**src/rtl/serial_adder_pkg.sv**
```systemverilog
// rtl/serial_adder_pkg.sv - shared types and constants for the bit-serial adder
//
// Contents:
//   state_t       - controller states IDLE, SHIFT, DONE
//   DEFAULT_WIDTH - default operand width
package serial_adder_pkg;

    localparam int DEFAULT_WIDTH = 8;

    typedef enum logic [1:0] {
        IDLE  = 2'd0,
        SHIFT = 2'd1,
        DONE  = 2'd2
    } state_t;

endpackage

```
**src/rtl/fulladder.sv**
```systemverilog
// rtl/fulladder.sv - single-bit full adder cell
//
// Ports:
//   a, b, cin - addend bits and carry-in
//   s, cout   - sum bit and carry-out
module fulladder (
    input  logic a,
    input  logic b,
    input  logic cin,
    output logic s,
    output logic cout
);

    assign s    = a ^ b ^ cin;
    assign cout = (a & b) | (cin & (a ^ b));

endmodule

```
**src/rtl/serial_adder.sv**
```systemverilog
// rtl/serial_adder.sv - bit-serial WIDTH-bit adder, one bit per clock, LSB first
//
// Ports:
//   clk, reset     - clock, synchronous active-high reset
//   start          - add request, honoured only while ready is high
//   a, b, cin      - operands and carry-in, captured on the accepting edge
//   ready          - high in IDLE
//   done           - one-cycle pulse when sum/cout carry a fresh result
//   sum, cout      - registered result (a+b+cin) mod 2^WIDTH and its carry-out
module serial_adder
    import serial_adder_pkg::*;
#(
    parameter int WIDTH = DEFAULT_WIDTH
) (
    input  logic             clk,
    input  logic             reset,
    input  logic             start,
    input  logic [WIDTH-1:0] a,
    input  logic [WIDTH-1:0] b,
    input  logic             cin,
    output logic             ready,
    output logic             done,
    output logic [WIDTH-1:0] sum,
    output logic             cout
);

    localparam int            CW       = $clog2(WIDTH);
    localparam logic [CW-1:0] CNT_LAST = CW'(WIDTH - 1);

    state_t state_q, state_d;

    logic [WIDTH-1:0] a_sh_q, a_sh_d;
    logic [WIDTH-1:0] b_sh_q, b_sh_d;
    logic [WIDTH-1:0] ps_q,   ps_d;
    logic             carry_q, carry_d;
    logic [CW-1:0]    cnt_q,  cnt_d;
    logic [WIDTH-1:0] sum_q,  sum_d;
    logic             cout_q, cout_d;

    logic fa_s;
    logic fa_cout;
    logic last_bit;

    fulladder u_fa (
        .a    (a_sh_q[0]),
        .b    (b_sh_q[0]),
        .cin  (carry_q),
        .s    (fa_s),
        .cout (fa_cout)
    );

    assign last_bit = (cnt_q == CNT_LAST);

    // State register
    always_ff @(posedge clk) begin
        if (reset) begin
            state_q <= IDLE;
        end else begin
            state_q <= state_d;
        end
    end

    // Next-state logic
    always_comb begin
        state_d = state_q;
        case (state_q)
            IDLE:    if (start)    state_d = SHIFT;
            SHIFT:   if (last_bit) state_d = DONE;
            DONE:    state_d = IDLE;
            default: state_d = IDLE;
        endcase
    end

    // Outputs decoded from the state register alone, so they are glitch-free
    always_comb begin
        ready = (state_q == IDLE);
        done  = (state_q == DONE);
    end

    // Datapath next-state
    always_comb begin
        a_sh_d  = a_sh_q;
        b_sh_d  = b_sh_q;
        ps_d    = ps_q;
        carry_d = carry_q;
        cnt_d   = cnt_q;
        sum_d   = sum_q;
        cout_d  = cout_q;
        case (state_q)
            IDLE: begin
                if (start) begin
                    a_sh_d  = a;
                    b_sh_d  = b;
                    carry_d = cin;
                    ps_d    = '0;
                    cnt_d   = '0;
                end
            end
            SHIFT: begin
                a_sh_d  = a_sh_q >> 1;
                b_sh_d  = b_sh_q >> 1;
                // New sum bit enters at the MSB; after WIDTH shifts bit 0 is the LSB
                ps_d    = WIDTH'({fa_s, ps_q} >> 1);
                carry_d = fa_cout;
                if (last_bit) begin
                    // Counter wraps to zero instead of passing WIDTH-1
                    cnt_d  = '0;
                    sum_d  = WIDTH'({fa_s, ps_q} >> 1);
                    cout_d = fa_cout;
                end else begin
                    cnt_d = cnt_q + CW'(1);
                end
            end
            default: ;
        endcase
    end

    // Datapath registers
    always_ff @(posedge clk) begin
        if (reset) begin
            a_sh_q  <= '0;
            b_sh_q  <= '0;
            ps_q    <= '0;
            carry_q <= 1'b0;
            cnt_q   <= '0;
            sum_q   <= '0;
            cout_q  <= 1'b0;
        end else begin
            a_sh_q  <= a_sh_d;
            b_sh_q  <= b_sh_d;
            ps_q    <= ps_d;
            carry_q <= carry_d;
            cnt_q   <= cnt_d;
            sum_q   <= sum_d;
            cout_q  <= cout_d;
        end
    end

    assign sum  = sum_q;
    assign cout = cout_q;

endmodule
```
**config.mk**
```make
export PLATFORM = sky130hd
export DESIGN_NAME = serial_adder
export DESIGN_NICKNAME = d
export VERILOG_FILES = /design/src/rtl/serial_adder_pkg.sv /design/src/rtl/fulladder.sv /design/src/rtl/serial_adder.sv
export SDC_FILE = /design/constraint.sdc
export NUM_CORES = 1
export LEC_CHECK = 0
export ABC_CLOCK_PERIOD_IN_PS = 1800
export CAP_MARGIN = 20
export CORE_UTILIZATION = 50
export CTS_BUF_LIST = sky130_fd_sc_hd__clkbuf_4 sky130_fd_sc_hd__clkbuf_8
export DETAILED_ROUTE_END_ITERATION = 8
export PLACE_DENSITY = 0.74
export SYNTH_ARGS = -nofsm -noshare
export SYNTH_HDL_FRONTEND = slang
export SYNTH_SLANG_ARGS = --single-unit
export TNS_END_PERCENT = 50
```
**constraint.sdc**
```tcl
create_clock -name clk -period 1.8 [get_ports clk]
set_clock_uncertainty 0.1 [all_clocks]
set_input_delay 0.18 -clock clk [delete_from_list [all_inputs] [get_ports clk]]
set_output_delay 0.18 -clock clk [all_outputs]
set_load 0.01 [all_outputs]
```
* After elaboration in Yosys (flattened, before gate mapping)
Cells that the tools add are included.
Word-level totals: flip-flop bits (word level) 39, latch bits 0, memory bits (writable) 0, memory bits (read-only) 0, output and inout port bits 11, memories 0
Operators by class: add/sub/neg operators 1, multiply operators 0, div/mod/pow operators 0, $lt $le $gt $ge 0, equal/unequal tests 5, shift-type cells 0, mux-type cells 14, bitwise logic cells 5, reductions and logical operators 5
Operator list (count):
- $pmux W8 S2 | 3
- $mux W8 | 3
- $mux W3 | 2
- $pmux W3 S2 | 1
- $reduce_and A2 Y1 | 3
- $mux W2 | 2
- $ne A2 B2 Y1 const B | 2
- $pmux W2 S2 | 1
- $add A3 B1 Y3 const B | 1
- $eq A3 B3 Y1 const B | 1
- $and A1 B1 Y1 | 2
- $eq A2 B1 Y1 const B | 1
- $eq A2 B2 Y1 const B | 1
- $logic_not A2 Y1 | 1
- $pmux W1 S2 | 1
- $reduce_bool A2 Y1 | 1
- $xor A1 B1 Y1 | 2
- $mux W1 | 1
- $or A1 B1 Y1 | 1

* Depth between registers and ports, before layout
Gate-level depths: netlist of run 1.
depth after elaboration 4, mapped depth 6, depth with buffers taken out 5

* Modules after synthesis
From an unflattened synthesis of run 1, not the netlist that was laid out.
Unflattened totals: cells, all modules 162, area total of the unflattened synthesis 1606.5 um^2
Modules (own cells, without submodules):
- serial_adder | instances 1, cells each 161, area an instance 1586.5 um^2, sequential area each 760.7 um^2
- fulladder | instances 1, cells each 1, area an instance 20.0 um^2, sequential area each 0.0 um^2

* Least setup slack after synthesis of run 1
No wires, ideal clock.
path kind register to register, start point register cnt_q[0], end point register cnt_q[0], arrival time 1.136 ns, data required time 1.572 ns, setup slack 0.437 ns, stages on the path, launching flop included 7, buffers on the path 1, cell sequence dfxtp_1 -> ha_1 -> ha_1 -> clkbuf_1 -> nor2_1 -> a22oi_1 -> nor2_1
Between the ends: cells in the longest elaborated chain, start to end 3, elaborated cells on any way between the ends 4, classes of those cells add/sub: 1; eq/ne: 1; mux: 2
RTL lines:
- start, declared | RTL line serial_adder.sv:36 | logic [CW-1:0] cnt_q, cnt_d;
- start signal, assigned | RTL line serial_adder.sv:133 | cnt_q <= cnt_d;
- $add A3 B1 Y3 or $eq A3 B3 Y1 (tied branches) | RTL line serial_adder.sv:111, serial_adder.sv:52
- $mux W3 * | RTL line serial_adder.sv:105 | if (last_bit) begin
- $pmux W3 S2 * | RTL line serial_adder.sv:89 | case (state_q)
Mark *: on every way between the ends. The rest lies on a longest branch, timed or not. A chain may end at the register's enable or synchronous reset.

* Worst setup path in the final report of run 1
start point register state_q[1], end point output ready
Between the ends: cells in the longest elaborated chain, start to end 1
RTL lines:
- start, declared | RTL line serial_adder.sv:30 | state_t state_q, state_d;
- start signal, assigned | RTL line serial_adder.sv:59 | state_q <= state_d;
- $logic_not A2 Y1 | RTL line serial_adder.sv:76 | ready = (state_q == IDLE);
- end, declared | RTL line serial_adder.sv:21 | output logic ready,
Every way passes these cells.

==> flow_summary.ini, run 1 <==
[synthesis]
yosys_warnings = 0
synth_area_sq_mm = 0.00161
yosysTopAreaCell = dfxtp_1
netlist.area_leader.share_pct = 47.4
synth_seq_cells = 38
synth_nets = 185
synth_cells = 162
syn_area_per_cell_sq_um = 9.92
synth.distinct_cells = 26
synth-seq-area-share_pct = 47.4
synth_area_leaders = dfxtp_1 (47%), o221a_1 (7.0%), a21oi_2 (6.5%)

[timing]
finalSetupViolCount = 0
tightest_slew_ps = 853
fin_setup_tns_ps = 0
worst_slack_ps = 83.3
timing.slew.headroom_pct = 43.0
slew_violations = 0
finalCritPeriodShare_pct = 95.4
period_needed_ps = 1720
fmax_mhz = 582
grt_setup_unrepaired = no
finalHoldViolCount = 0

[clock_network]
cts_setup_buffers = 0
clockRootBuffer = clkbuf_4
cts_buffer_depth = 2
cts_tree = yes
numCtsBuffers = 5
htreeDepth = 2
path_clk_slew_ps = 110
clock_sinks = 38
clk_latency_ps = 340

[power]
p_comb_share_pct = 12.7
pwr-share-clk_pct = 32.6
fin_total_pwr_w = 0.00166
power_density_mw_per_mm2 = 829
power_frac_seq_pct = 54.7
switchingPower_w = 0.000401
power.share.switching_pct = 24.2
ir_worst_vdd_uv = 642
p_int_w = 0.00126
p_leak_nw = 0.729

[cells_and_area]
syn2layout_area_growth_pct = 24.5
insertedDiodeCount = 0
nets = 213
mostFrequentLayoutCells = dfxtp_1 (36), clkdlybuf4s50_1 (30), nor2_1 (16), inv_1 (16), a21oi_2 (12)
drive_gt1_share_pct = 18.8
final_util_pct = 65.5
layout_commonest_cell = dfxtp_1

[die]
coreArea_sq_mm = 0.00305
ios = 31
die_area_sq_mm = 0.00344
die-height_microns = 58.7
initial_core_util_pct = 52.6
die_x_microns = 58.7
rows = 20

[critical_path]
crit_type = reg2out
cp_max_fo = 7
r2r_start = state_q[0]
r2r-end = cnt_q[0]
slowest_delay_ps = 550
reg2reg_depth = 3
critPathCapture = ready
setup.worst_path.start_class = flip-flop
cp.arrival_ps = 1440
path_cells = nor2_4 > clkdlybuf4s50_1
reg2reg_slack_ps = 230
crit_start = state_q[1]
cp-end-kind = output pin
required_ps = 1520
cp_slowest_cell = clkdlybuf4s50_1

[grt]
grt_usage_pct = 21.0
grt_max_degree = 39
overflow = 0
grt_pass1_wl_microns = 5330
grt_pass1_vias = 1218
antenna_found_initial = 0

[detailed_routing]
postRouteAntennaNets = 0
first_pass_iters = 4
routed_wl_microns = 3170
wl_per_cell_microns = 13.5
vias = 1215
drc = 0
viasPerCell = 5.17
drt-initial-drc-count = 46

[placed_design]
dpl.hpwl_microns = 2100
place.gp.congestion = 0.756
io_buffer_count = 30
post-place-ws_ps = -28.7

[job]
cap_viol_max_count = 0

[min_path]
hold_class = reg2reg

[run_status]
status = finished clean
[flip-flops by register name, indices dropped and copies added (netlist names)]
signal / flops
a_sh_q: 8
b_sh_q: 8
carry_q: 1
cnt_q: 3
cout: 1
ps_q: 7
state_q: 2
sum: 8
[Yosys cell counts]
cell type	number
buf_2	3
buf_4	2
inv_1	16
nand2_1	8
fa_1	1
a22oi_1	10
a21oi_2	12
nand3_1	8
nor3_1	1
a32oi_1	2
clkbuf_1	3
ha_1	2
nor2_1	16
buf_12	1
nor2b_1	1
dfxtp_1	38
nand2_2	1
o221a_2	5
a21oi_1	11
o21bai_1	1
mux2i_1	2
o221a_1	10
nand3b_2	1
nor2b_4	1
buf_6	4
nor2_2	2
[layer usage]
layer,global-route usage [%],up-vias,part of all wire [%]
met4,12.2,0,1.3
met3,5.49,5,4.3
met5,0,-,0
met1,24.8,562,48
li1,-,625,-
met2,34.3,23,47
[what timing repair did]
| item | CTS | global route |
|---|---|---|
| hold buffers | 0 | 0 |
| setup endpoints to repair | 2 | 2 |
| resized for setup | 1 | 3 |
[how the worst min path moves through the flow]
stage | from | end | slack [ps] | cells past startpoint
2_1_floorplan | start | a_sh_q[7] | 250 | 2
3_3_place_gp | sum[2] | sum[2] | 350 | 2
3_5_place_dp | sum[5] | sum[5] | 350 | 2
4_1_cts | sum[5] | sum[5] | 360 | 2
5_1_grt | sum[6] | sum[6] | 380 | 2
6_report | sum[5] | sum[5] | 360 | 2
[power groups by stage]
| stage | clock [W] | sequential, W | combinational [W] |
|---|---|---|---|
| final | 0.000540 | 0.000906 | 0.000211 |
| after global routing | 0.000592 | 0.000913 | 0.000232 |
| after CTS | 0.000556 | 0.000907 | 0.000212 |
| after detailed placement | 0 | 0.000925 | 0.000210 |
| after global placement | 0 | 0.000923 | 0.000207 |
| after floorplan | 0 | 0.000916 | 0.000155 |
[per-stage QoR]
stage          hold slack (ps)  area, sq um  std cells
2_1_floorplan              246         1610        162
3_3_place_gp               345         1910        227
3_5_place_dp               348         1910        227
4_1_cts                    364         1990        235
5_1_grt                    378         2000        235
6_report                   361         2000        235
[cell type report]
type,instances,area [sq um]
fill,263,1050
sequential,38,766
multi-input combinational,95,684
timing repair buffer,34,355
clock buffer,8,78.8
inverter,16,60.1
tap,44,55.1
[cells by family after synthesis]
family / count (synthesis) / synth area share, %
adder cells (fa/ha/maj): 3 / 2.80
AND/OR/NAND/NOR: 39 / 11.5
multiplexers: 2 / 1.25
flip-flops: 38 / 47.4
buffers and inverters: 29 / 10.4
AO/OA/AOI/OAI: 51 / 26.7
[worst max-delay path, delay by kind of cell (launching register included)]
family / cells / cell delay, ps
simple gates: 1 / 150
buf+inv: 1 / 550
flops: 1 / 390
Power figures use the tool's default switching activity.
==> inputs of run 2 (changes only) <==
--- a/config.mk
+++ b/config.mk
@@ -11,6 +11,7 @@
 export CTS_BUF_LIST = sky130_fd_sc_hd__clkbuf_4 sky130_fd_sc_hd__clkbuf_8
 export DETAILED_ROUTE_END_ITERATION = 8
 export PLACE_DENSITY = 0.74
+export SKIP_LAST_GASP = 1
 export SYNTH_ARGS = -nofsm -noshare
 export SYNTH_HDL_FRONTEND = slang
 export SYNTH_SLANG_ARGS = --single-unit
==> flow_summary.ini, run 2 (synthesis results as in run 1) <==
[power]
power_frac_seq_pct = 54.7
switchingPower_w = 0.000401
p_comb_share_pct = 12.7
pwr-share-clk_pct = 32.6
fin_total_pwr_w = 0.00166
ir_worst_vdd_uv = 642
p_leak_nw = 0.729
power.share.switching_pct = 24.2
p_int_w = 0.00126
power_density_mw_per_mm2 = 829

[min_path]
holdPathStages = 2
hp-start = sum[5]
hold_class = reg2reg
hold_path_end = sum[5]

[die]
rows = 20
coreArea_sq_mm = 0.00305
die-height_microns = 58.7
initial_core_util_pct = 52.6
ios = 31
die_x_microns = 58.7
die_area_sq_mm = 0.00344

[critical_path]
cp_max_fo = 7
reg2reg_slack_ps = 230
reg2reg_depth = 3
crit_type = reg2out
setup.worst_path.start_class = flip-flop
r2r-end = cnt_q[0]
required_ps = 1520
cp.arrival_ps = 1440
cp-end-kind = output pin
r2r_start = state_q[0]

[grt]
grt_usage_pct = 21.0
grt_max_degree = 39
grt_pass1_vias = 1218
grt_pass1_wl_microns = 5330
antenna_found_initial = 0
top_usage_layer = met2
met1_usage_pct = 24.8
grtUsageMet2_pct = 34.3
overflow = 0
gr-usage-met3_pct = 5.49

[clock_network]
cts_setup_buffers = 0
numCtsBuffers = 5
cts_tree = yes
clock_sinks = 38
htreeDepth = 2
cts_buffer_depth = 2
clockRootBuffer = clkbuf_4
clk_latency_ps = 340
hold_buffers = 0
cts_resized = 1
path_clk_slew_ps = 110

[cells_and_area]
fin_cells = 235
final_util_pct = 65.5
layout_commonest_cell = dfxtp_1
insertedDiodeCount = 0
nets = 213
drive_gt1_share_pct = 18.8
syn2layout_area_growth_pct = 24.5
nFillCells = 263
mostFrequentLayoutCells = dfxtp_1 (36), clkdlybuf4s50_1 (30), nor2_1 (16), inv_1 (16), a21oi_2 (12)

[detailed_routing]
drc = 0
postRouteAntennaNets = 0
first_pass_iters = 4
routed_wl_microns = 3170
vias = 1215
viasPerCell = 5.17
wl_per_cell_microns = 13.5
drt-initial-drc-count = 44

[job]
cap_viol_max_count = 0

[placed_design]
dp_cells = 227
dpl.hpwl_microns = 2100
place.gp.congestion = 0.756
io_buffer_count = 30

[timing]
fin_setup_tns_ps = 0
finalSetupViolCount = 0
grt_setup_unrepaired = no
fmax_mhz = 582
finalHoldViolCount = 0
slew_violations = 0
tightest_slew_ps = 853
timing.slew.headroom_pct = 43.0
finalCritPeriodShare_pct = 95.4
period_needed_ps = 1720

[run_status]
status = finished clean
-- run 2: cell counts in the layout (fill, tap and decap cells not counted) --
No cell type changed its count.
-- run 2: metal layers --
layer / part of all wire, % / up-vias
met5: 0 / -
met4: 1.3 / 0
met3: 4.3 / 5
met2: 47 / 23
met1: 48 / 562
li1: - / 625
-- run 2: worst max-delay path: stages, from the launching register on --
cell and delay [ps]:
dfxtp_4 390, nor2_4 150, clkdlybuf4s50_1 550
-- run 2: cell type report --
class | instances | area [sq um] | area share, %
sequential | 38 | 766 | 38.3
multi-input combinational | 95 | 684 | 34.2
timing repair buffer | 34 | 355 | 17.8
clock buffer | 8 | 78.8 | 3.94
inverter | 16 | 60.1 | 3.00
tap | 44 | 55.1 | 2.75
-- run 2: worst max-delay path by stage --
stage / endpoint / start / slack (ps)
6_report: ready / state_q[1] / 80
2_1_floorplan: cnt_q[0] / cnt_q[0] / 440
3_5_place_dp: ps_q[2] / start / -30
4_1_cts: ready / state_q[0] / -2
3_3_place_gp: cnt_q[0] / start / 70
5_1_grt: ready / state_q[1] / 20
-- run 2: power groups by stage --
| stage | clock [W] | combinational (W) | sequential (W) |
|---|---|---|---|
| 2_1_floorplan | 0 | 0.000155 | 0.000916 |
| 3_3_place_gp | 0 | 0.000207 | 0.000923 |
| 3_5_place_dp | 0 | 0.000210 | 0.000925 |
| 4_1_cts | 0.000556 | 0.000212 | 0.000907 |
| 5_1_grt | 0.000592 | 0.000232 | 0.000913 |
| 6_report | 0.000540 | 0.000211 | 0.000906 |
-- run 2: metrics by stage --
stage,area [sq um],setup WS (ps),hold slack [ps]
after floorplan,1610,437,246
after global placement,1910,67.1,345
after detailed placement,1910,-28.7,348
after CTS,1990,-2.43,364
after global routing,2000,15.8,378
final,2000,83.3,361
